[src/rtl/spi_controller_pkg.sv]
// rtl/spi_controller_pkg.sv - shared types and helpers for the SPI initiator
// Purpose: FSM state type and a constant helper used to size the shared timing counter.
// Ports: none (package).
package spi_controller_pkg;

  typedef enum logic [2:0] {
    ST_IDLE  = 3'd0,
    ST_SETUP = 3'd1,
    ST_LOW   = 3'd2,
    ST_HIGH  = 3'd3,
    ST_WAIT  = 3'd4,
    ST_HOLD  = 3'd5,
    ST_GAP   = 3'd6
  } spi_state_t;

  function automatic int max_of(input int a, input int b);
    return (a > b) ? a : b;
  endfunction

endpackage

[src/rtl/spi_controller.sv]
// rtl/spi_controller.sv - mode-0 SPI initiator, MSB first, active-low chip select
// Purpose: shifts bytes from a valid/ready command stream out on spi_sdo while sampling spi_sdi,
//   returning each received byte as a one-cycle strobe. CS stays low across a frame until a byte
//   tagged last has shifted, then honours hold and idle gap timing.
// Ports:
//   clk, reset              single clock, synchronous active-high reset
//   tx_data/tx_last/tx_valid/tx_ready   byte command stream (accept on tx_valid && tx_ready)
//   rx_data/rx_strobe       received byte, valid for the one cycle rx_strobe is high
//   busy                    high from byte accept until the CS idle gap completes
//   spi_sck/spi_cs/spi_sdo  registered SPI outputs; spi_sdi SPI input (registered once before use)
module spi_controller
  import spi_controller_pkg::*;
#(
  parameter int CLOCKS_PER_HALF_BIT = 4,
  parameter int CS_SETUP_CLOCKS     = 4,
  parameter int CS_HOLD_CLOCKS      = 4,
  parameter int CS_IDLE_CLOCKS      = 8
) (
  input  logic       clk,
  input  logic       reset,
  input  logic [7:0] tx_data,
  input  logic       tx_last,
  input  logic       tx_valid,
  output logic       tx_ready,
  output logic [7:0] rx_data,
  output logic       rx_strobe,
  output logic       busy,
  output logic       spi_sck,
  output logic       spi_cs,
  output logic       spi_sdo,
  input  logic       spi_sdi
);

  localparam int CNT_MAX = max_of(max_of(CLOCKS_PER_HALF_BIT, CS_SETUP_CLOCKS),
                                  max_of(CS_HOLD_CLOCKS, CS_IDLE_CLOCKS));
  localparam int CW = $clog2(CNT_MAX) + 1;

  // The counter is loaded with N-1 so a phase lasts exactly N cycles, ending on the zero cycle.
  localparam logic [CW-1:0] HALF_LOAD  = CW'(CLOCKS_PER_HALF_BIT - 1);
  localparam logic [CW-1:0] SETUP_LOAD = CW'(CS_SETUP_CLOCKS - 1);
  localparam logic [CW-1:0] HOLD_LOAD  = CW'(CS_HOLD_CLOCKS - 1);
  localparam logic [CW-1:0] IDLE_LOAD  = CW'(CS_IDLE_CLOCKS - 1);

  spi_state_t    state_q, state_d;
  logic [CW-1:0] cnt_q, cnt_d;
  logic [2:0]    bit_q, bit_d;
  logic [7:0]    tx_sr_q, tx_sr_d;
  logic          last_q, last_d;
  logic [7:0]    rx_sr_q, rx_sr_d;
  logic [7:0]    rx_data_q, rx_data_d;
  logic          rx_strobe_q, rx_strobe_d;
  logic          sck_q, sck_d;
  logic          cs_q, cs_d;
  logic          sdo_q, sdo_d;
  logic          busy_q, busy_d;
  logic          sdi_q;

  logic          accept;
  logic          cnt_zero;
  logic [CW-1:0] cnt_dec;

  // Only IDLE and WAIT can take a byte; there is no skid buffer, so the source holds tx_valid.
  assign tx_ready = !reset && ((state_q == ST_IDLE) || (state_q == ST_WAIT));
  assign accept   = tx_valid && tx_ready;
  assign cnt_zero = (cnt_q == '0);
  assign cnt_dec  = cnt_q - CW'(1);

  always_comb begin
    state_d     = state_q;
    cnt_d       = cnt_q;
    bit_d       = bit_q;
    tx_sr_d     = tx_sr_q;
    last_d      = last_q;
    rx_sr_d     = rx_sr_q;
    rx_data_d   = rx_data_q;
    rx_strobe_d = 1'b0;
    sck_d       = sck_q;
    cs_d        = cs_q;
    sdo_d       = sdo_q;
    busy_d      = busy_q;

    case (state_q)
      ST_IDLE: begin
        if (accept) begin
          tx_sr_d = tx_data;
          last_d  = tx_last;
          sdo_d   = tx_data[7];
          cs_d    = 1'b0;
          busy_d  = 1'b1;
          bit_d   = 3'd0;
          cnt_d   = SETUP_LOAD;
          state_d = ST_SETUP;
        end
      end

      // First bit is already on spi_sdo; this only times CS fall to the first rising edge.
      ST_SETUP: begin
        if (cnt_zero) begin
          sck_d   = 1'b1;
          cnt_d   = HALF_LOAD;
          state_d = ST_HIGH;
        end else begin
          cnt_d = cnt_dec;
        end
      end

      // Sample at the end of the high phase: the responder changes data on the falling edge,
      // so the registered copy is stable by now.
      ST_HIGH: begin
        if (cnt_zero) begin
          sck_d   = 1'b0;
          rx_sr_d = {rx_sr_q[6:0], sdi_q};
          if (bit_q == 3'd7) begin
            rx_data_d   = {rx_sr_q[6:0], sdi_q};
            rx_strobe_d = 1'b1;
            if (last_q) begin
              cnt_d   = HOLD_LOAD;
              state_d = ST_HOLD;
            end else begin
              state_d = ST_WAIT;
            end
          end else begin
            bit_d   = bit_q + 3'd1;
            sdo_d   = tx_sr_q[6];
            tx_sr_d = {tx_sr_q[6:0], 1'b0};
            cnt_d   = HALF_LOAD;
            state_d = ST_LOW;
          end
        end else begin
          cnt_d = cnt_dec;
        end
      end

      ST_LOW: begin
        if (cnt_zero) begin
          sck_d   = 1'b1;
          cnt_d   = HALF_LOAD;
          state_d = ST_HIGH;
        end else begin
          cnt_d = cnt_dec;
        end
      end

      // CS held low with SCK parked until the next byte of the frame arrives; no timeout.
      ST_WAIT: begin
        if (accept) begin
          tx_sr_d = tx_data;
          last_d  = tx_last;
          sdo_d   = tx_data[7];
          bit_d   = 3'd0;
          cnt_d   = HALF_LOAD;
          state_d = ST_LOW;
        end
      end

      ST_HOLD: begin
        if (cnt_zero) begin
          cs_d    = 1'b1;
          cnt_d   = IDLE_LOAD;
          state_d = ST_GAP;
        end else begin
          cnt_d = cnt_dec;
        end
      end

      ST_GAP: begin
        if (cnt_zero) begin
          busy_d  = 1'b0;
          state_d = ST_IDLE;
        end else begin
          cnt_d = cnt_dec;
        end
      end

      default: begin
        state_d = ST_IDLE;
      end
    endcase
  end

  always_ff @(posedge clk) begin
    if (reset) begin
      state_q     <= ST_IDLE;
      cnt_q       <= '0;
      bit_q       <= 3'd0;
      tx_sr_q     <= 8'h00;
      last_q      <= 1'b0;
      rx_sr_q     <= 8'h00;
      rx_data_q   <= 8'h00;
      rx_strobe_q <= 1'b0;
      sck_q       <= 1'b0;
      cs_q        <= 1'b1;
      sdo_q       <= 1'b0;
      busy_q      <= 1'b0;
      sdi_q       <= 1'b0;
    end else begin
      state_q     <= state_d;
      cnt_q       <= cnt_d;
      bit_q       <= bit_d;
      tx_sr_q     <= tx_sr_d;
      last_q      <= last_d;
      rx_sr_q     <= rx_sr_d;
      rx_data_q   <= rx_data_d;
      rx_strobe_q <= rx_strobe_d;
      sck_q       <= sck_d;
      cs_q        <= cs_d;
      sdo_q       <= sdo_d;
      busy_q      <= busy_d;
      sdi_q       <= spi_sdi;
    end
  end

  assign rx_data   = rx_data_q;
  assign rx_strobe = rx_strobe_q;
  assign busy      = busy_q;
  assign spi_sck   = sck_q;
  assign spi_cs    = cs_q;
  assign spi_sdo   = sdo_q;

endmodule

[config.mk]
export PLATFORM = sky130hd
export DESIGN_NAME = spi_controller
export DESIGN_NICKNAME = d
export VERILOG_FILES = /design/src/rtl/spi_controller_pkg.sv /design/src/rtl/spi_controller.sv
export SDC_FILE = /design/constraint.sdc
export NUM_CORES = 1
export LEC_CHECK = 0
export ABC_AREA = 0
export ABC_CLOCK_PERIOD_IN_PS = 2500
export CAP_MARGIN = 25
export CORE_MARGIN = 2
export CORE_UTILIZATION = 40
export CTS_BUF_LIST = sky130_fd_sc_hd__clkbuf_4 sky130_fd_sc_hd__clkbuf_8
export DETAILED_ROUTE_END_ITERATION = 16
export PLACE_DENSITY = 0.63
export SETUP_SLACK_MARGIN = 0.1
export SLEW_MARGIN = 10
export SYNTH_ARGS = -nofsm -noshare
export SYNTH_HDL_FRONTEND = slang
export SYNTH_SLANG_ARGS = --single-unit
export TNS_END_PERCENT = 30
[constraint.sdc]
create_clock -name clk -period 2.5 [get_ports clk]
set_clock_uncertainty 0.05 [all_clocks]
set_input_delay 0.375 -clock clk [delete_from_list [all_inputs] [get_ports clk]]
set_output_delay 0.375 -clock clk [all_outputs]
set_load 0.02 [all_outputs]
==> results of run 1 <==
-- cell usage in the layout, fill, tap and decap left out, types with 2 or more instances in the layout --
master           instances
nand3_1                 12
a211oi_1                 2
nor2b_1                  4
o2bb2a_1                 2
buf_4                   11
dfxtp_1                 39
inv_1                   10
o22ai_1                  3
clkdlybuf4s50_1         26
nor2_1                  18
a21oi_1                 23
a311oi_1                 6
nand2_1                 42
clkbuf_8                 5
o21a_1                   3
o41ai_1                  2
o21ai_0                  4
ha_1                     3
nor3_1                   7
o311ai_0                 2
-- tightest hold or removal path: cells and delay by family, from the launching register on --
family / cells / cell delay [ps]
flops: 1 / 310
simple gates: 1 / 50
compound gates: 1 / 50
-- routing by layer --
layer / global-route usage / vias up / wire (um)
met2: 0.2495 / 38 / 1685
li1: - / 826 / -
met5: 0 / - / 0
met3: 0.04329 / 6 / 150
met4: 0.08547 / 0 / 75
met1: 0.2330 / 731 / 1877
-- final timing paths --
path                              endpoint       start  cells past startpoint
worst max-delay path              tx_ready  state_q[0]                      3
worst min-delay path            rx_data[7]  rx_data[7]                      2
worst max register to register  tx_sr_q[4]    cnt_q[0]                      7
worst min register to register  rx_data[7]  rx_data[7]                      2
-- registers in the layout, indices dropped and copies added (netlist names) --
name	flops
spi_cs	1
state_q	3
last_q	1
rx_data	8
bit_q	3
tx_sr_q	7
sdi_q	1
spi_sdo	1
busy	1
rx_strobe	1
cnt_q	4
spi_sck	1
rx_sr_q	7
-- stage by stage --
step / instances / util / worst slack [ps] / cell area (um^2) / hold slack (ps)
6_report: 301 / 0.5210 / 247.2 / 2237 / 404.6
5_1_grt: 301 / 0.5210 / 171.2 / 2237 / 430.5
4_1_cts: 300 / 0.5163 / 204.1 / 2217 / 407.3
3_5_place_dp: 292 / 0.4901 / 190.3 / 2105 / 397.0
3_3_place_gp: 292 / 0.4901 / 243.5 / 2105 / 394.2
2_1_floorplan: 217 / - / 536.5 / 1760 / 382.1
-- report_power, final --
group	internal, mW	total [mW]	switching, mW
Clock	0.297	0.518	0.221
Combinational	0.193	0.445	0.251
Sequential	0.671	0.701	0.0307
-- cells by family (layout without fill, tap and decap cells) --
group / count (synthesis) / after routing
buffers and inverters: 24 / 56
and+or+nand+nor: 96 / 96
adders and majority gates: 3 / 3
DFF: 39 / 39
AOI/OAI and AO/OA: 54 / 54
muxes: 1 / 1
-- layout make-up --
type,instances,area [um^2],area share
Clock buffer,5,68.82,0.03076
Clock inverter,3,43.79,0.01957
Inverter,10,37.54,0.01678
Multi-Input combinational cell,154,878.3,0.3926
Sequential cell,39,780.7,0.3490
Tap cell,52,65.06,0.02908
Timing Repair Buffer,38,362.8,0.1622
==> reports/results.tsv, run 1 <==
metric	value	unit
syn_area	1760	um^2
path_buf_inv	1	
antenna_left	0	
start_util	0.4100	
grt_pass1_wl	6686	um
critical_path_required	2080	ps
critPathSlowestCell	clkdlybuf4s50_1	
hold_violations	0	
synth-simple-area-share	0.2537	
grt_max_degree	30	
tightest_slew	525.5	ps
crit_path_end_kind	output pin	
cts-root-buf	clkbuf_8	
synth_common_cells	nand2_1, dfxtp_1, a21oi_1	
detail_route.vias_per_cell	5.319	
synth_top_family_by_area	simple AND/OR/NAND/NOR gates	
status	complete, no violations	
syn-num-nets	233	
synth_xor_area_frac	0	
cts_buffer_depth	2	
hpwl	2661	um
drv_slew	0	
slowest_delay	630	ps
fin_crit_sh	0.9011	
reg2reg_slack	400	ps
max_cap_viol_count	0	
synthDistinctLibCells	42	
crit_family	buffers and inverters	
coreArea	4294	um^2
cts_resized	0	
io_pins	27	
htree_num_levels	2	
nets	264	
setup-violations-final	0	
wire_per_inst	12.58	um
row_count	24	
overflow	0	
synth_cells	217	
grt_pass1_vias	1454	
clk_pin_slew	80	ps
layout-drive-gt1-share	0.1044	
die_area	4948	um^2
port_buffers	26	
power.total	1.664	mW
antennaDiodeCount	0	
antenna_found_initial	0	
ys_seq_area_frac	0.4435	
synth.top_cell.area_share	0.4435	
yosys-top-cells-area	dfxtp_1, nand2_1, a21oi_1	
hold_path.class	register to register	
min_period	2253	ps
vias	1601	
leakage	0.7912	nW
routed_wirelength	3788	um
areaGrowthSynthToFinish	27.08	%
worst-path-max-fanout	13	
drtIter0Drc	118	
crit_chain	or2_2 > nor2_1 > clkdlybuf4s50_1	
drc	0	
fp.dieW	70.34	um
critPathKind	register to output pin	
relSlewSlack	0.6451	
cp.arrival	1830	ps
tns	0	ps
synth_edf_count	0	
fmax	443.9	MHz
n_fill_cell	436	
synth_area_per_cell	8.113	um^2
synth_flop_cell	dfxtp_1	
rsz0062_at_grt	false	
clock_latency	290	ps
post_cts_buffers	0	
firstDrtPassIters	4	
clock-sinks	39	
synth_fa_ha_area_frac	0.02132	
async_flop_share	0	
startpoint_type	register	
cts_tree	built	
power_density	743.7	nW/um^2
numCtsBuffers	5	
hold_buffers	0	
yosysMostFrequentCell	nand2_1	
vdd_drop_max	0.4012	mV
synthMuxAreaShare	0.005686	
grt.total_usage	0.1710	
yosysWarnings	0	
gp_congestion	0.7967	
synth_compound_area_frac	0.2182	
ys_seq_elements	39	
synth_top_area_cell	dfxtp_1	
dieHeight	70.34	um
Power figures use the tool's default switching activity.
==> run 2, diff against run 1 <==
Settings changed: ABC_CLOCK_PERIOD_IN_PS 2500 to 2200.
Clock period 2.5 ns to 2.2 ns, I/O delays scaled along.
==> run 2 against run 1 <==
Sequential power grew 14%. Routed wire length grew 5.6%. Utilization grew 1.8 points. Global-route usage grew 0.37 points. Worst hold slack gained 4.5 ps. Final cell count grew 3.0%. Power grew 12%. Sequential share of layout area shrank 1.2 points. Via count grew 2.2%. Cell area grew 3.5%. Critical path type is now register to register.
==> reports/results.tsv, run 2 (synthesis gave the netlist of run 1 again) <==
metric	value	unit	change
power_density	806.1	nW/um^2	+8.4%
r2r_start	cnt_q[0]		
relSlewSlack	0.6748		+0.02972
clock-sinks	39		unchanged
placed_area	2185	um^2	+3.8%
cp.arrival	2180	ps	+350 ps
vias	1636		+2.2%
gp_congestion	0.8184		+2.7%
hold_path_depth	2		unchanged
most-common-layout-cells	nand2_1, dfxtp_1, clkdlybuf4s50_1, a21oi_1, buf_4		
wire_per_inst	12.90	um	+2.5%
cts-root-buf	clkbuf_8		
min-delay-start	rx_data[3]		
max_cap_viol_count	0		unchanged
setup-violations-final	0		unchanged
place_ws	60.20	ps	-130.1 ps
antenna_left	0		unchanged
io_pins	27		unchanged
clk_pin_slew	90	ps	about the same
reg2reg_slack	170	ps	-230 ps
n_fill_cell	428		-1.8%
fp.dieW	70.34	um	unchanged
min_period	2032	ps	
startpoint_type	register		
stdcell_count	310		+3.0%
status	complete, no violations		
clock_latency	290	ps	about the same
reg2reg_depth	7		unchanged
cts_buffer_depth	2		unchanged
htree_num_levels	2		unchanged
layout_commonest_cell	nand2_1		
grt_max_degree	26		-13%
dieHeight	70.34	um	unchanged
hold_violations	0		unchanged
drv_slew	0		unchanged
power.total	1.866	mW	+12%
coreArea	4294	um^2	unchanged
cts_tree	built		
post_cts_buffers	0		unchanged
whs	409.1	ps	+4.549 ps
placed_cells	301		+3.1%
worst-path-max-fanout	9		-4
critPathKind	register to register		
hold_buffers	0		unchanged
nets	273		+3.4%
drc	0		unchanged
holdPathEnd	rx_data[3]		
hold_path.class	register to register		
rsz0062_at_grt	true		
crit_path_end_kind	register		
tightest_slew	481.0	ps	-44.48 ps
fin_crit_sh	0.9235		
final_util	0.5390		+0.01806
r2r_end	tx_sr_q[3]		
grt_pass1_vias	1529		+5.2%
layout-drive-gt1-share	0.1395		+0.03512
numCtsBuffers	5		unchanged
detail_route.vias_per_cell	5.277		-0.78%
areaGrowthSynthToFinish	31.49	%	
port_buffers	26		unchanged
routed_wirelength	4000	um	+5.6%
antennaDiodeCount	0		unchanged
antenna_found_initial	0		unchanged
drtIter0Drc	162		+37%
grt_pass1_wl	6920	um	+3.5%
hpwl	2781	um	+4.5%
vdd_drop_max	0.3177	mV	-21%
firstDrtPassIters	4		unchanged
fin_area	2315	um^2	+3.5%
layout_setup_ws	168.3	ps	-78.88 ps
fmax	492.2	MHz	
overflow	0		unchanged
start_util	0.4100		unchanged
row_count	24		unchanged
largest_reg_flops	8		unchanged
grt.total_usage	0.1747		+0.003704
die_area	4948	um^2	unchanged
critical_path_required	2340	ps	+260 ps
tns	0	ps	unchanged
leakage	0.8297	nW	+4.9%
==> run 2: power breakdown <==
group          total (mW)  switching (mW)  internal, mW
sequential          0.798          0.0360         0.762
clock               0.497           0.270         0.227
combinational       0.571           0.301         0.270
total                1.87           0.607          1.26
==> run 2: repair_timing <==
item,CTS,global route
resized for setup,1,2
endpoints found under the hold margin,0,0
gates cloned,0,1
setup endpoints to repair,1,9
==> run 2: layer usage <==
layer | GRT usage | wire (um) | up-vias
met4 | 0.06838 | 68 | 0
met3 | 0.04762 | 139 | 6
met2 | 0.2631 | 1748 | 31
li1 | - | - | 845
met5 | 0 | 0 | -
met1 | 0.2366 | 2044 | 754
==> run 2: worst max-delay path by stage <==
stage,start,to,slack (ps),cells after the start
floorplan,cnt_q[0],tx_sr_q[6],240,7
global placement,reset,cnt_q[3],110,6
detailed placement,tx_valid,tx_sr_q[3],60,6
CTS,cnt_q[0],tx_sr_q[3],140,7
global route,cnt_q[0],tx_sr_q[1],90,7
finish,cnt_q[0],tx_sr_q[3],170,7
==> run 2: worst max-delay path, stage by stage, from the launching register on <==
cell      delay [ps]
dfxtp_1          340
inv_1            100
ha_4             170
or4b_4           510
o32ai_4          320
buf_12           170
nor2_1            40
a311oi_1         240
==> run 2: cell type report <==
class,instances,area [um^2],area share
clock buffers,5,68.82,0.02973
clock inverters,3,25.02,0.01081
inverters,10,37.54,0.01622
multi-input cells,154,890.9,0.3849
flip-flops and latches,39,780.7,0.3373
well taps,52,65.06,0.02811
repair buffers,47,446.7,0.1930
==> run 3, diff against run 2 <==
Settings changed: PLACE_DENSITY 0.63 to default, PLACE_DENSITY_LB_ADDON from default to 0.3.
==> run 3 against run 2 <==
Non-clock buffer count up 3. Sequential power up 2.6%. Die area unchanged. Sequential cell count unchanged. Critical path depth unchanged. Final cell count up 0.97%. Largest power group unchanged.
==> reports/results.tsv, run 3 (synthesis gave the netlist of run 1 again) <==
metric	value	unit	change
hpwl	2781	um	about the same
multiInputGateArea	905.9	um^2	+1.7%
grt.total_usage	0.1731		-0.001596
power.total	1.922	mW	+3.0%
antennaDiodeCount	0		unchanged
grt_max_degree	25		-3.8%
stdcell_count	313		+0.97%
die_area	4948	um^2	unchanged
areaGrowthSynthToFinish	34.68	%	
fp.dieW	70.34	um	unchanged
largest_reg_flops	8		unchanged
status	complete, no violations		
layout_setup_ws	129.6	ps	-38.72 ps
vias	1665		+1.8%
layout-drive-gt1-share	0.1724		+0.03288
leakage	0.8531	nW	+2.8%
tns	0	ps	unchanged
tightest_slew	546.9	ps	+65.88 ps
numCtsBuffers	5		unchanged
htree_num_levels	2		unchanged
clk_pin_slew	80	ps	about the same
hold_buffers	0		unchanged
worst-path-max-fanout	5		-4
power_density	810.7	nW/um^2	+0.57%
slowest_delay	510	ps	about the same
vdd_drop_max	0.3520	mV	+11%
critPathKind	register to register		
drc	0		unchanged
clock-sinks	39		unchanged
row_count	24		unchanged
io_pins	27		unchanged
crit_chain	inv_4 > ha_4 > or4b_4 > o32ai_4 > clkbuf_16 > nor2_1 > a311oi_1		
placed_area	2162	um^2	-1.0%
fin_crit_sh	0.9411		+0.01760
firstDrtPassIters	4		unchanged
drv_slew	0		unchanged
grt_pass1_wl	6975	um	+0.79%
seq_area	784.5	um^2	+0.48%
grt_pass1_vias	1611		+5.4%
most-common-layout-cells	nand2_1, dfxtp_1, clkdlybuf4s50_1, a21oi_1, buf_4		
rsz0062_at_grt	true		
cts_buffer_depth	2		unchanged
final_util	0.5522		+0.01311
detail_route.vias_per_cell	5.319		+0.80%
placed_cells	298		-1.0%
relSlewSlack	0.6302		-0.04454
critical_path_required	2350	ps	about the same
dieHeight	70.34	um	unchanged
start_util	0.4100		unchanged
layout_commonest_cell	nand2_1		
crit_family	compound AO/OA/AOI/OAI gates		
n_fill_cell	407		-4.9%
hold_violations	0		unchanged
critPathSlowestCell	or4b_4		
cp.arrival	2220	ps	+40 ps
setup-violations-final	0		unchanged
gp_congestion	0.8209		+0.31%
whs	406.7	ps	-2.430 ps
place_ws	61.39	ps	+1.188 ps
clock_latency	290	ps	about the same
fin_area	2371	um^2	+2.4%
routed_wirelength	4241	um	+6.0%
antenna_found_initial	0		unchanged
startpoint_type	register		
path_buf_inv	2		unchanged
fmax	483.0	MHz	-1.9%
cts_tree	built		
wire_per_inst	13.55	um	+5.0%
nets	276		+1.1%
min_period	2070	ps	+38.72 ps
coreArea	4294	um^2	unchanged
max_cap_viol_count	0		unchanged
overflow	0		unchanged
drtIter0Drc	150		-7.4%
hold_path.class	register to register		
port_buffers	26		unchanged
cts-root-buf	clkbuf_8		
antenna_left	0		unchanged
crit_path_end_kind	register		
## run 3: routing by layer
metal  global-route usage  up-vias  routed length, um
met5                    0        -                  0
met4              0.05342        0                 31
met3              0.04473        5                121
met2               0.2935       28               2038
met1               0.2142      778               2050
li1                     -      854                  -
## run 3: worst reg2reg max path, stage by stage, from the launching register on
cell and delay [ps]:
dfxtp_4 360, inv_4 50, ha_4 140, or4b_4 510
o32ai_4 390, clkbuf_16 220, nor2_1 40, a311oi_1 220
## run 3: layout make-up
type / instances / share of cell area
Inverter: 10 / 0.01689
Multi-Input combinational cell: 154 / 0.3821
Sequential cell: 39 / 0.3309
Clock buffer: 6 / 0.03219
Tap cell: 52 / 0.02744
Clock inverter: 2 / 0.005277
Timing Repair Buffer: 50 / 0.2053
## run 3: final timing paths
kind / slack [ps] / from / to / depth (start not counted)
setup / recovery: 130 / cnt_q[0] / tx_sr_q[3] / 7
hold / removal: 410 / rx_data[3] / rx_data[3] / 2
setup reg to reg: 130 / cnt_q[0] / tx_sr_q[3] / 7
hold reg to reg: 410 / rx_data[3] / rx_data[3] / 2
## run 3: what timing repair did
| action | in CTS | in global routing |
|---|---|---|
| gates cloned | 0 | 2 |
| buffers inserted | 0 | 5 |
| resized for setup | 1 | 10 |
| endpoints found under the setup margin | 1 | 8 |
## run 3: where the power goes
group | total (mW) | switching (mW) | internal, mW
Combinational | 0.616 | 0.308 | 0.308
Sequential | 0.819 | 0.0551 | 0.764
Clock | 0.486 | 0.253 | 0.234
Total | 1.92 | 0.616 | 1.31
